$ cat src/rtl/multicycle_ctrl.sv
// Control FSM for the multicycle RISC-V datapath: sequences fetch/decode/execute/
// memory/writeback, drives ALU control and mux selects, and traps on illegal encodings.
module multicycle_ctrl #(
    parameter logic [3:0] RESET_STATE = 4'd0,
    parameter logic [3:0] TRAP_STATE  = 4'd11
) (
    input  logic       clk,
    input  logic       rst_n,
    input  logic [6:0] op,
    input  logic [2:0] funct3,
    input  logic       funct7b5,
    input  logic       zero,
    output logic       pc_write,
    output logic       adr_src,
    output logic       mem_write,
    output logic       ir_write,
    output logic       reg_write,
    output logic [1:0] result_src,
    output logic [1:0] alu_src_a,
    output logic [1:0] alu_src_b,
    output logic [1:0] imm_src,
    output logic [2:0] alu_control,
    output logic       trap
);

    typedef enum logic [3:0] {
        FETCH    = RESET_STATE,
        DECODE   = 4'd1,
        MEMADR   = 4'd2,
        MEMREAD  = 4'd3,
        MEMWB    = 4'd4,
        MEMWRITE = 4'd5,
        EXECR    = 4'd6,
        EXECI    = 4'd7,
        ALUWB    = 4'd8,
        BEQ      = 4'd9,
        JAL      = 4'd10,
        TRAP     = TRAP_STATE
    } state_t;

    typedef enum logic [1:0] {
        OP_ADD,
        OP_SUB,
        OP_FUNCT
    } alu_op_t;

    localparam logic [6:0] OPC_LW  = 7'b0000011;
    localparam logic [6:0] OPC_SW  = 7'b0100011;
    localparam logic [6:0] OPC_R   = 7'b0110011;
    localparam logic [6:0] OPC_I   = 7'b0010011;
    localparam logic [6:0] OPC_BEQ = 7'b1100011;
    localparam logic [6:0] OPC_JAL = 7'b1101111;

    state_t  state, state_next;
    alu_op_t alu_op;
    logic    alu_f3_ok;

    always_ff @(posedge clk or negedge rst_n) begin
        if (!rst_n) state <= FETCH;
        else        state <= state_next;
    end

    always_comb begin
        alu_f3_ok = (funct3 == 3'b000) || (funct3 == 3'b010) || (funct3 == 3'b100)
                 || (funct3 == 3'b110) || (funct3 == 3'b111);
    end

    always_comb begin
        state_next = state;
        case (state)
            FETCH:    state_next = DECODE;
            DECODE: begin
                case (op)
                    OPC_LW, OPC_SW: state_next = (funct3 == 3'b010) ? MEMADR : TRAP;
                    OPC_R:          state_next = alu_f3_ok ? EXECR : TRAP;
                    OPC_I:          state_next = alu_f3_ok ? EXECI : TRAP;
                    OPC_BEQ:        state_next = (funct3 == 3'b000) ? BEQ : TRAP;
                    OPC_JAL:        state_next = JAL;
                    default:        state_next = TRAP;
                endcase
            end
            MEMADR:   state_next = (op == OPC_LW) ? MEMREAD : MEMWRITE;
            MEMREAD:  state_next = MEMWB;
            MEMWB:    state_next = FETCH;
            MEMWRITE: state_next = FETCH;
            EXECR:    state_next = ALUWB;
            EXECI:    state_next = ALUWB;
            JAL:      state_next = ALUWB;
            ALUWB:    state_next = FETCH;
            BEQ:      state_next = FETCH;
            TRAP:     state_next = TRAP;
            default:  state_next = TRAP;
        endcase
    end

    // Outputs are gated by rst_n so an asynchronous reset kills strobes before the next edge.
    always_comb begin
        pc_write    = 1'b0;
        adr_src     = 1'b0;
        mem_write   = 1'b0;
        ir_write    = 1'b0;
        reg_write   = 1'b0;
        result_src  = 2'b00;
        alu_src_a   = 2'b00;
        alu_src_b   = 2'b00;
        imm_src     = 2'b00;
        alu_control = 3'b000;
        trap        = 1'b0;
        alu_op      = OP_ADD;

        case (state)
            FETCH: begin
                ir_write   = 1'b1;
                pc_write   = 1'b1;
                alu_src_b  = 2'b10;
                result_src = 2'b10;
            end
            DECODE: begin
                alu_src_a = 2'b01;
                alu_src_b = 2'b01;
            end
            MEMADR: begin
                alu_src_a = 2'b10;
                alu_src_b = 2'b01;
            end
            MEMREAD:  adr_src = 1'b1;
            MEMWB: begin
                result_src = 2'b01;
                reg_write  = 1'b1;
            end
            MEMWRITE: begin
                adr_src   = 1'b1;
                mem_write = 1'b1;
            end
            EXECR: begin
                alu_src_a = 2'b10;
                alu_op    = OP_FUNCT;
            end
            EXECI: begin
                alu_src_a = 2'b10;
                alu_src_b = 2'b01;
                alu_op    = OP_FUNCT;
            end
            ALUWB:    reg_write = 1'b1;
            BEQ: begin
                alu_src_a = 2'b10;
                alu_op    = OP_SUB;
                pc_write  = zero;
            end
            JAL: begin
                alu_src_a = 2'b01;
                alu_src_b = 2'b10;
                pc_write  = 1'b1;
            end
            TRAP:     trap = 1'b1;
            default:  trap = 1'b1;
        endcase

        case (alu_op)
            OP_SUB:   alu_control = 3'b001;
            OP_FUNCT: begin
                case (funct3)
                    3'b000:  alu_control = (op[5] & funct7b5) ? 3'b001 : 3'b000;
                    3'b010:  alu_control = 3'b101;
                    3'b100:  alu_control = 3'b100;
                    3'b110:  alu_control = 3'b011;
                    3'b111:  alu_control = 3'b010;
                    default: alu_control = 3'b000;
                endcase
            end
            default:  alu_control = 3'b000;
        endcase

        case (op)
            OPC_SW:  imm_src = 2'b01;
            OPC_BEQ: imm_src = 2'b10;
            OPC_JAL: imm_src = 2'b11;
            default: imm_src = 2'b00;
        endcase

        if (!rst_n) begin
            pc_write    = 1'b0;
            adr_src     = 1'b0;
            mem_write   = 1'b0;
            ir_write    = 1'b0;
            reg_write   = 1'b0;
            result_src  = 2'b00;
            alu_src_a   = 2'b00;
            alu_src_b   = 2'b00;
            imm_src     = 2'b00;
            alu_control = 3'b000;
            trap        = 1'b0;
        end
    end

endmodule
$ cat config.mk
export PLATFORM = sky130hd
export DESIGN_NAME = multicycle_ctrl
export DESIGN_NICKNAME = d
export VERILOG_FILES = /design/src/rtl/multicycle_ctrl.sv
export SDC_FILE = /design/constraint.sdc
export NUM_CORES = 1
export LEC_CHECK = 0
export CAP_MARGIN = 15
export CORE_MARGIN = 1
export CORE_UTILIZATION = 40
export CTS_CLUSTER_DIAMETER = 200
export DETAILED_ROUTE_END_ITERATION = 10
export GPL_ROUTABILITY_DRIVEN = 0
export PLACE_DENSITY_LB_ADDON = 0.12
export RECOVER_POWER = 100
export SLEW_MARGIN = 20
export SYNTH_ARGS = -nofsm -noshare
export SYNTH_HDL_FRONTEND = slang
export SYNTH_SLANG_ARGS = --single-unit
export TNS_END_PERCENT = 10
$ cat constraint.sdc
create_clock -name clk -period 2 [get_ports clk]
set_input_delay 0.4 -clock clk [delete_from_list [all_inputs] [get_ports clk]]
set_output_delay 0.4 -clock clk [all_outputs]
set_load 0.005 [all_outputs]
After elaboration in Yosys (flattened, before gate mapping)
Index checks and enable logic that the tools add are counted.

storage, ports and cells
  input port bits = 14
  register bits after elaboration = 4
  logic and storage cells = 73

operators by class
  mux-type cells = 32
  bitwise gates (word level) = 1
  equality and inequality tests = 22
  reduce and logical (&&, ||, !) cells = 17

operator list
  cell                count
  $pmux 4 s6          1
  $pmux 4 s5          1
  $eq 4x3->1 const B  4
  $pmux 2 s2          4
  $pmux 3 s5          1
  $eq 7x6->1 const B  2
  $eq 7x7->1 const B  2
  $eq 4x4->1 const B  3
  $mux 1              12
  $mux 4              3
  $reduce_or 2->1     6
  $reduce_or 11->1    1
  $mux 2              5
  $eq 3x3->1 const B  3
  $eq 4x2->1 const B  2
  $reduce_or 4->1     2
  $eq 7x2->1 const B  1
  $eq 7x5->1 const B  1
  $mux 3              2
  $pmux 2 s3          1
  $pmux 3 s2          1
  $reduce_or 3->1     2
  $eq 4x1->1 const B  1
  $logic_not 4->1     1
  7 further kinds     10

Depth between registers and ports, before layout
Gate-level depths: netlist of the first run.

  depth after elaboration = 8
  mapped depth = 7
  depth with buffers taken out = 6

Least setup slack after synthesis of the first run
OpenSTA, ideal clock, no wires.

  path type = register to output
  from = register state[3]
  to = output port alu_control[2]
  path buffers = 2
  data arrival time = 1.579 ns
  required time = 1.600 ns
  stages on the path, launching flop included = 6
  slack = 0.021 ns
  path through = dfrtp_1 -> clkbuf_1 -> clkbuf_1 -> nand3_1 -> ha_1 -> nor4_1

on the way
  word-level cells in the longest chain between the ends = 6

RTL lines
  item                                      RTL line  source
  from (decl)                               54        state_t state, state_next;
  from (signal assigned)                    60        else state <= state_next;
  $eq 4x3->1                                111       case (state)
  $reduce_or 2->1 (no source line)          n/a
  $pmux 2 s2 *                              111
  $eq 2x2->1 or $eq 2x1->1 (tied branches)  159       case (alu_op)
  $pmux 3 s2 *                              159
  $mux 3 *                                  181       if (!rst_n) begin
  to (decl)                                 22        output logic [2:0] alu_control,

Mark *: on every way between the ends. The rest lies on a longest branch, timed or not.

Final worst setup path of the first run
  from = input port rst_n
  to = output port mem_write

on the way
  word-level cells in the longest chain between the ends = 1

RTL lines
  item         RTL line  source
  from (decl)  8         input logic rst_n,
  $mux 1       181
  to (decl)    15        output logic mem_write,

No other way between the ends.

==> metrics.md, run 1 <==
| Metric | Value |
|---|---|
| Vias in the first global route | `960` |
| RSZ-0062 raised after global routing | `yes` |
| Path depth of the worst reg2reg path | `5` |
| Setup violations, final | `13` |
| Power per cell area | `225 nW/um^2` |
| Reg-to-reg critical path endpoint | `state[1]` |
| Later-pin clock latency in the skew report | `0.23 ns` |
| CP top delay family | `buffers and inverters` |
| Cts bufs inserted | `3` |
| Rel. slew slack | `72.9%` |
| Final Cycle Share | `115%` |
| CP Data Arrival Time | `1.91 ns` |
| Largest net degree at the start of global routing | `14` |
| Fin area | `1250 sq um` |
| Syn_nets | `111` |
| Max-cap check violation count | `0` |
| Drt first pass iters | `4` |
| Reg2Reg Setup Slack | `0.71 ns` |
| Largest regs | `state x4` |
| Peak VDD IR | `231 uV` |
| Max Fclk | `434 MHz` |
| Slew @ Worst Pin | `0.402 ns` |
| Die X | `42.2 um` |
| Critical Path Sink | `mem_write` |
| Final hold viol count | `0` |
| Final Critical Period | `2.31 ns` |
| Worst r2r src | `state[1]` |
| Chip height | `42.2 um` |
| Clock tree buffer depth | `2` |
| Core outline area | `1510 sq um` |
| Pre-CTS worst setup slack | `-0.454 ns` |
| Initial antenna violation count | `0` |
| Setup crit start kind | `input port` |
| Worst Hold Class | `input port to asynchronous set/reset pin` |
| Site Rows | `14` |
| Slew Viols, Final | `0` |
| Drt total wl | `2.32 mm` |
| Htree depth | `1` |
| Vias post-DR | `968` |
| Critical Path Max Stage Delay | `0.52 ns` |
| Clock Sink Count | `4` |
| Mapped Cells | `95` |
| Crit Path Class | `input port to output port` |
| Final HPWL from detailed placement | `1.78 mm` |
| Register area share after synthesis | `15.5%` |
| Drt first-iter violations | `21` |
| Final net count | `172` |
| Critical Path, Cell by Cell | `clkdlybuf4s50_1 -> inv_1 -> buf_4 -> nor3_1 -> clkdlybuf4s50_1` |
| Die area | `1780 sq um` |
| Worst path depth | `5` |
| Register bit total from synthesis | `4` |
| Crit path from | `rst_n` |
| Total gr overflow | `0` |
| Drt drc | `0` |
| Clk pin slew, worst setup/hold paths | `0.04 ns` |
| LEAKAGE | `0.559 nW` |
| Worst Clk Skew | `0.00213 ns` |
| CTS tree | `done` |
| Failing checks | `setup timing` |
| Status | `complete, but fails checks` |
| Via density per instance | `5.69` |
| CTS root buffer | `clkbuf_4` |
| Port buffer count | `30` |
| Critical Path Fanout Max | `5` |
| Yosys cell types | `34` |
| Yosys warns | `0` |
| Mapped Area | `646 sq um` |
| Max reg flops | `4` |
| Crit-path slowest cell | `clkdlybuf4s50_1` |
| Final worst slack | `-0.305 ns` |
| CP Capture Type | `output port` |
| Buffers and inverters on the worst path | `4` |
| Boundary pin count | `31` |
| Area grow syn2layout | `94.0%` |
| WL/cell | `13.7 um` |
| Placed standard-cell area | `1170 sq um` |
| Share of layout cells above drive strength 1 | `39.6%` |
| Worst endpoint required time | `1.60 ns` |
| Syn Area/Cell | `6.80 sq um` |
| Largest Register | `state` |
| DRT antenna net count | `0` |
| First-pass GRT wire length | `4.08 mm` |
| CP dominant cell by count | `clkdlybuf4s50_1` |
| Diode count | `0` |
| Initial Utilization | `42.9%` |
| GRT Total Usage | `28.5%` |
==> how the worst min path moves through the flow <==
stage               startpoint        to  slack (ns)
floorplan                rst_n  state[0]        0.10
global route             rst_n  state[0]        0.51
finish                   rst_n  state[2]        0.51
global placement      state[2]  state[2]        0.65
detailed placement    state[2]  state[2]        0.65
CTS                      rst_n  state[2]        0.50
==> cell usage after synthesis, drive strengths merged <==
| cell type | count | share of area (%) |
|---|---|---|
| nand3b | 2 | 2.3 |
| a2111oi | 1 | 1.4 |
| o311ai | 2 | 2.7 |
| a21oi | 8 | 6.2 |
| a31oi | 2 | 1.9 |
| a211o | 1 | 1.4 |
| dfrtp | 4 | 16 |
| nor2b | 2 | 1.9 |
| inv | 7 | 4.1 |
| nor4b | 1 | 1.4 |
| a21bo | 2 | 3.1 |
| nand2b | 2 | 1.9 |
| xor2 | 1 | 1.4 |
| clkbuf | 5 | 2.9 |
| o211ai | 2 | 2.3 |
| buf | 1 | 0.77 |
| or4 | 1 | 1.7 |
| a211oi | 2 | 2.3 |
| ha | 2 | 3.9 |
| nor3 | 7 | 5.4 |
| o21ai | 2 | 1.6 |
| o31a | 1 | 1.4 |
| o31ai | 2 | 3.1 |
| nor4 | 3 | 2.9 |
| a31o | 1 | 1.4 |
| xnor2 | 2 | 2.7 |
| nand3 | 2 | 1.6 |
| nor2 | 13 | 7.6 |
| a22oi | 1 | 1.2 |
| nand4bb | 1 | 4.3 |
| nand2 | 10 | 5.8 |
| or3 | 2 | 2.1 |
==> stage by stage <==
step	TNS [ns]	std cells	hold slack, ns	utilization (%)	power [mW]
after CTS	-2.07	170	0.502	81.9	0.282
final	-2.01	170	0.507	83.1	0.282
after detailed placement	-4.42	166	0.653	78.0	0.178
after floorplan	0	95	0.104	-	0.108
after global placement	-3.74	166	0.647	78.0	0.175
after global routing	-3.24	170	0.510	83.1	0.298
==> layout by cell type (no fill, tap or decap), types with 2 or more instances in the layout <==
cell and n:
buf_4 30, clkdlybuf4s50_1 19, nor2_1 11, nand2_1 10, a21oi_1 8, inv_1 6
nor3_1 5, clkbuf_4 3, dlygate4sd2_1 3, clkbuf_2 3, a21bo_2 2, o311ai_0 2
o21ai_0 2, a31oi_1 2, nand3b_1 2, o211ai_1 2, xnor2_1 2, nor4_2 2
nor3_2 2, buf_2 2, dfrtp_1 2, dfrtp_2 2
==> power breakdown <==
| part | internal (mW) | switching (mW) | total (mW) |
|---|---|---|---|
| Combinational | 0.0586 | 0.0411 | 0.0997 |
| Sequential | 0.0813 | 0 | 0.0813 |
| Clock | 0.0672 | 0.0341 | 0.101 |
| Total | 0.207 | 0.0752 | 0.282 |
==> worst register-to-register path, stage by stage, from the launching register on <==
cell	delay (ns)
dfrtp_1	0.35
clkbuf_1	0.15
inv_2	0.09
buf_4	0.13
o31a_1	0.31
o31ai_2	0.17
==> layer usage <==
layer	up-vias	GRT usage, %	part of all wire [%]
met4	0	13.1	2.4
met3	10	3.88	5.9
met2	46	50.2	52
met5	-	0	0
li1	471	-	-
met1	441	33.7	40
==> cells by family (layout without fill, tap and decap cells) <==
logic type	count (synthesis)	count (layout)	share of synthesized area, %
and+or+nand+nor	46	46	39.0
AOI/OAI and AO/OA	27	27	29.8
buffers and inverters	13	72	7.75
DFF	4	4	15.5
xor gates and xnor gates	3	3	4.07
adders and majority gates	2	2	3.88
==> final cells by class <==
type	instances	area, sq um
clock buffer	3	22.5
fill	107	254
inverter	7	26.3
multi-input combinational	78	566
sequential	4	103
tap	16	20.0
timing repair buffer	62	515
==> repair_timing <==
action                                 CTS  global route
setup buffers                            1             0
setup endpoints to repair               17            15
pin swaps                                3             4
hold buffers                             0             0
resized for setup                       31            12
endpoints found under the hold margin    0             0
(Power assumes the default switching activity.)
==> run 2, diff against run 1 <==
- HOLD_SLACK_MARGIN: not set -> 0.15
==> results of run 2 <==
The final DEF is identical to that of run 1; final timing and power are the same.
==> run 3, diff against run 2 <==
- CORE_MARGIN: 1 -> not set
==> results of run 3 <==
The final DEF is identical to that of run 1; final timing and power are the same.
